File: src/rtl/kb_ascii_fifo.sv
// Translates PS/2 make codes to ASCII and buffers them in a first-word-fall-through FIFO.
// Unmapped codes are discarded; a character dropped on a full FIFO sets a sticky overflow flag.
module kb_ascii_fifo #(
  parameter int unsigned DEPTH_LOG2 = 4
) (
  input  logic                  clk,
  input  logic                  reset_n,
  input  logic [7:0]            scan_code,
  input  logic                  scan_code_ready,
  input  logic                  letter_case,
  input  logic                  rd_en,
  input  logic                  clr_overflow,
  output logic [7:0]            ascii_out,
  output logic                  empty,
  output logic                  full,
  output logic [DEPTH_LOG2:0]   count,
  output logic                  overflow
);

  localparam int unsigned DEPTH = 1 << DEPTH_LOG2;
  localparam logic [DEPTH_LOG2-1:0] PTR_ONE = 1;
  localparam logic [DEPTH_LOG2:0]   CNT_ONE = 1;
  localparam logic [DEPTH_LOG2:0]   CNT_FULL = (DEPTH_LOG2+1)'(DEPTH);

  logic [7:0]            raw_ascii;
  logic                  mapped;
  logic [7:0]            xl_ascii;
  logic                  s1_valid;
  logic [7:0]            s1_data;
  logic [7:0]            mem [DEPTH];
  logic [DEPTH_LOG2-1:0] wr_ptr;
  logic [DEPTH_LOG2-1:0] rd_ptr;
  logic                  pop;
  logic                  push_ok;
  logic                  drop;

  // Table yields the lowercase form; only the 'a'..'z' range is case-shifted.
  always_comb begin
    // NOTE: every combinational output gets a default first so no latch is inferred.
    raw_ascii = 8'h00;
    mapped    = 1'b1;
    case (scan_code)
      8'h1C: raw_ascii = 8'h61;  8'h32: raw_ascii = 8'h62;  8'h21: raw_ascii = 8'h63;
      8'h23: raw_ascii = 8'h64;  8'h24: raw_ascii = 8'h65;  8'h2B: raw_ascii = 8'h66;
      8'h34: raw_ascii = 8'h67;  8'h33: raw_ascii = 8'h68;  8'h43: raw_ascii = 8'h69;
      8'h3B: raw_ascii = 8'h6A;  8'h42: raw_ascii = 8'h6B;  8'h4B: raw_ascii = 8'h6C;
      8'h3A: raw_ascii = 8'h6D;  8'h31: raw_ascii = 8'h6E;  8'h44: raw_ascii = 8'h6F;
      8'h4D: raw_ascii = 8'h70;  8'h15: raw_ascii = 8'h71;  8'h2D: raw_ascii = 8'h72;
      8'h1B: raw_ascii = 8'h73;  8'h2C: raw_ascii = 8'h74;  8'h3C: raw_ascii = 8'h75;
      8'h2A: raw_ascii = 8'h76;  8'h1D: raw_ascii = 8'h77;  8'h22: raw_ascii = 8'h78;
      8'h35: raw_ascii = 8'h79;  8'h1A: raw_ascii = 8'h7A;
      8'h45: raw_ascii = 8'h30;  8'h16: raw_ascii = 8'h31;  8'h1E: raw_ascii = 8'h32;
      8'h26: raw_ascii = 8'h33;  8'h25: raw_ascii = 8'h34;  8'h2E: raw_ascii = 8'h35;
      8'h36: raw_ascii = 8'h36;  8'h3D: raw_ascii = 8'h37;  8'h3E: raw_ascii = 8'h38;
      8'h46: raw_ascii = 8'h39;
      8'h29: raw_ascii = 8'h20;  8'h5A: raw_ascii = 8'h0D;  8'h66: raw_ascii = 8'h08;
      default: mapped = 1'b0;
    endcase
    xl_ascii = raw_ascii;
    if (letter_case && raw_ascii >= 8'h61 && raw_ascii <= 8'h7A)
      xl_ascii = raw_ascii - 8'h20;
  end

  always_ff @(posedge clk or negedge reset_n) begin
    if (!reset_n) begin
      // NOTE: sequential state uses non-blocking assignments so every flop samples pre-edge values.
      s1_valid <= 1'b0;
      s1_data  <= 8'h00;
    end else begin
      s1_valid <= scan_code_ready && mapped;
      s1_data  <= xl_ascii;
    end
  end

  assign empty   = (count == '0);
  assign full    = (count == CNT_FULL);
  assign pop     = rd_en && !empty;
  // A simultaneous pop frees the slot, so a push into a full FIFO still succeeds.
  assign push_ok = s1_valid && (!full || pop);
  assign drop    = s1_valid && full && !pop;

  // NOTE: storage has no reset; pointers and count alone define which entries are valid.
  always_ff @(posedge clk) begin
    if (push_ok) mem[wr_ptr] <= s1_data;
  end

  always_ff @(posedge clk or negedge reset_n) begin
    if (!reset_n) begin
      wr_ptr   <= '0;
      rd_ptr   <= '0;
      count    <= '0;
      overflow <= 1'b0;
    end else begin
      if (push_ok) wr_ptr <= wr_ptr + PTR_ONE;
      if (pop)     rd_ptr <= rd_ptr + PTR_ONE;
      if (push_ok && !pop)      count <= count + CNT_ONE;
      else if (pop && !push_ok) count <= count - CNT_ONE;
      if (drop)              overflow <= 1'b1;
      else if (clr_overflow) overflow <= 1'b0;
    end
  end

  assign ascii_out = empty ? 8'h00 : mem[rd_ptr];

endmodule

File: config.mk
export PLATFORM = sky130hd
export DESIGN_NAME = kb_ascii_fifo
export DESIGN_NICKNAME = d
export VERILOG_FILES = /design/src/rtl/kb_ascii_fifo.sv
export SDC_FILE = /design/constraint.sdc
export NUM_CORES = 1
export LEC_CHECK = 0
export BUFFER_PORTS_ARGS = -buffer_cell sky130_fd_sc_hd__buf_2
export CORE_MARGIN = 2
export CORE_UTILIZATION = 45
export CTS_CLUSTER_SIZE = 40
export DETAILED_ROUTE_END_ITERATION = 12
export SYNTH_ARGS = -nofsm -noshare
export SYNTH_HDL_FRONTEND = slang
export SYNTH_SLANG_ARGS = --single-unit
File: constraint.sdc
create_clock -name clk -period 7.8 [get_ports clk]
set_input_delay 1.17 -clock clk [delete_from_list [all_inputs] [get_ports clk]]
set_output_delay 1.17 -clock clk [all_outputs]
set_load 0.01 [all_outputs]
==> reports/metrics.yaml <==
worst_slack_ps: 3680
grt_pass1_wl_mm: 22.0
fin_crit_sh_pct: 52.8
overflow: 0
syn_area_per_cell_um2: 16.4
ys_types: 63
fin_nets: 471
fp.dieH_um: 127
fin_worst_skew_ps: 6.90
syn_inst: 419
synth_edf_count: 128
via_count: 3797
yosysWarnings: 0
cts_root_buf: "clkbuf_16"
track_usage_pct: 18.4
min_path_type: "register to register"
dpl_cell_area_mm2: 0.00718
drtIter0Drc: 328
final_common_cell: "edfxtp_1"
clk_pin_slew_ps: 60
max_cap_viol_count: 0
coreArea_mm2: 0.0150
ios: 30
fmax_mhz: 243
post-route-min-period_ps: 4120
rows: 45
crit_start: "rd_ptr[0]"
crit_fanout: 20
die-area_mm2: 0.0162
grt_start_max_net_pins: 36
timing.rr.start: "count[1]"
clockBufferDepth: 2
antennaDiodeCount: 0
drt-pass1-iter-count: 5
clk_latency_ps: 410
setup_viol: 0
synth_fp_nets: 444
final_cell_mix: "128 x edfxtp_1, 40 x mux4_2, 29 x buf_2, 22 x dfrtp_1, 17 x clkbuf_16"
cp.arrival_ps: 2950
tightest_slew_ps: 1130
cts_buffers: 17
grt_pass1_vias: 3845
synthArstFlopShare_pct: 15.2
gp_congestion: 0.840
post_cts_buffers: 0
p_total_w: 0.00246
seq_area_frac_synth_pct: 64.4
cts_hold_buf: 0
setup-tns-final_ps: 0
cts_tree: "built"
drt-vias-per-instance: 5.87
floorplan.initialDensity_pct: 45.6
worstSetupPathType: "register to output port"
holdWs_ps: 534
hpwl_mm: 9.03
rrSetupSlack_ps: 4290
area_growth_pct: 13.1
cts_max_level: 4
drc_errors: 0
post_cts_resized: 0
port_buffers: 29
slew_viol_final: 0
rsz0062_at_grt: "false"
status: "finished clean"
p_leak_nw: 2.68
finish.instance_area_mm2: 0.00776
vdd_drop_max_mv: 0.156
mappedNetlistArea_mm2: 0.00686
powerDensity_mw_per_mm2: 317
layout-drive-gt1-share_pct: 27.5
holdCritStartpoint: "overflow"
synthFlopType: "edfxtp_1"
fp.dieW_um: 127
finalHoldViolations: 0
antenna_found_initial: 0
wl_per_cell_um: 22.1
pre_cts_slack_ps: 4030
cp.required_ps: 6630
clock_sinks: 151
slew_headroom_pct: 24.5
cp-end-kind: "output port"
drt.antenna.violating_nets: 0
ys_seq_elements: 151
routed_wl_mm: 14.3
cp-start-kind: "register"
per-layer routing:
metal / part of all wire, % / GRT usage, % / vias up / wire [µm]
li1: - / - / 1721 / -
met5: 0 / 0 / - / 0
met1: 42 / 24.1 / 1936 / 6070
met2: 52 / 31.0 / 127 / 7390
met3: 4.6 / 4.23 / 13 / 656
met4: 1.2 / 5.24 / 0 / 167
report_power, final:
part	switching [W]	total, W	internal (W)
Combinational	0.000276	0.000626	0.000350
Clock	0.000324	0.000800	0.000476
Sequential	0.000106	0.00103	0.000924
Total	0.000706	0.00246	0.00175
logic make-up (layout without fill, tap and decap cells):
kind of cell	Yosys count	in the layout	synth area share (%)
AND/OR/NAND/NOR	104	104	9.72
XOR/XNOR	13	13	1.66
AO/OA/AOI/OAI	55	55	5.78
adder cells (fa/ha/maj)	11	11	2.12
multiplexers	42	42	13.5
flip-flops	151	151	64.4
buffers and inverters	43	83	2.85
path summary, 6_finish.rpt:
path                                     end  depth (start not counted)
worst max-delay path            ascii_out[6]                          5
worst min-delay path                overflow                          2
worst max register to register      count[4]                         12
worst min register to register      overflow                          2
max in group asynchronous          rd_ptr[0]                          1
min in group asynchronous           count[1]                          1
worst max-delay path: stages (launching register included):
cell,delay [ps]
dfrtp_2,700
buf_4,440
mux4_2,560
mux4_2,450
nor2b_1,170
buf_2,200
layout make-up:
type | instances | area, µm²
well taps | 188 | 235
fillers | 1220 | 7280
inverters | 16 | 60.1
repair buffers | 35 | 190
flip-flops and latches | 151 | 4420
multi-input cells | 225 | 2270
clock buffers | 19 | 433
clock inverters | 13 | 148
synthesized netlist by cell type (all sizes together) (2+ instances only):
library cell	count	area, µm²
edfxtp	128	3840
mux4	40	901
dfrtp	23	576
buf	17	97.6
inv	16	60.1
nand2	16	60.1
nor2b	12	75.1
o21ai	12	71.3
and2	10	62.6
clkbuf	10	37.5
ha	10	125
xnor2	10	87.6
nor2	9	33.8
nor3b	9	67.6
nand2b	7	43.8
nor4	7	50.1
a21oi	6	30.0
o22ai	6	37.5
nor3	5	30.0
nor4b	5	56.3
nand3	4	20.0
or3b	4	35.0
a21o	3	22.5
a31oi	3	18.8
nand4	3	18.8
o32ai	3	26.3
or2	3	18.8
xor2	3	26.3
a22oi	2	15.0
and3b	2	17.5
and4b	2	20.0
mux2	2	22.5
o211ai	2	15.0
o21bai	2	15.0
o22a	2	17.5
o31ai	2	15.0
or3	2	12.5
or4b	2	23.8
metrics by stage:
step / util (%) / cells
finish: 51.6 / 647
global route: 51.6 / 647
CTS: 51.6 / 647
detailed placement: 47.7 / 615
global placement: 47.7 / 615
floorplan: - / 419
sequential cells by signal, summed over array words and instances, names as in the netlist:
signal / flops
count: 5
s1_data: 8
rd_ptr: 4
overflow: 1
wr_ptr: 4
mem: 128
s1_valid: 1
Note: power is estimated with default switching activity, not from simulation.
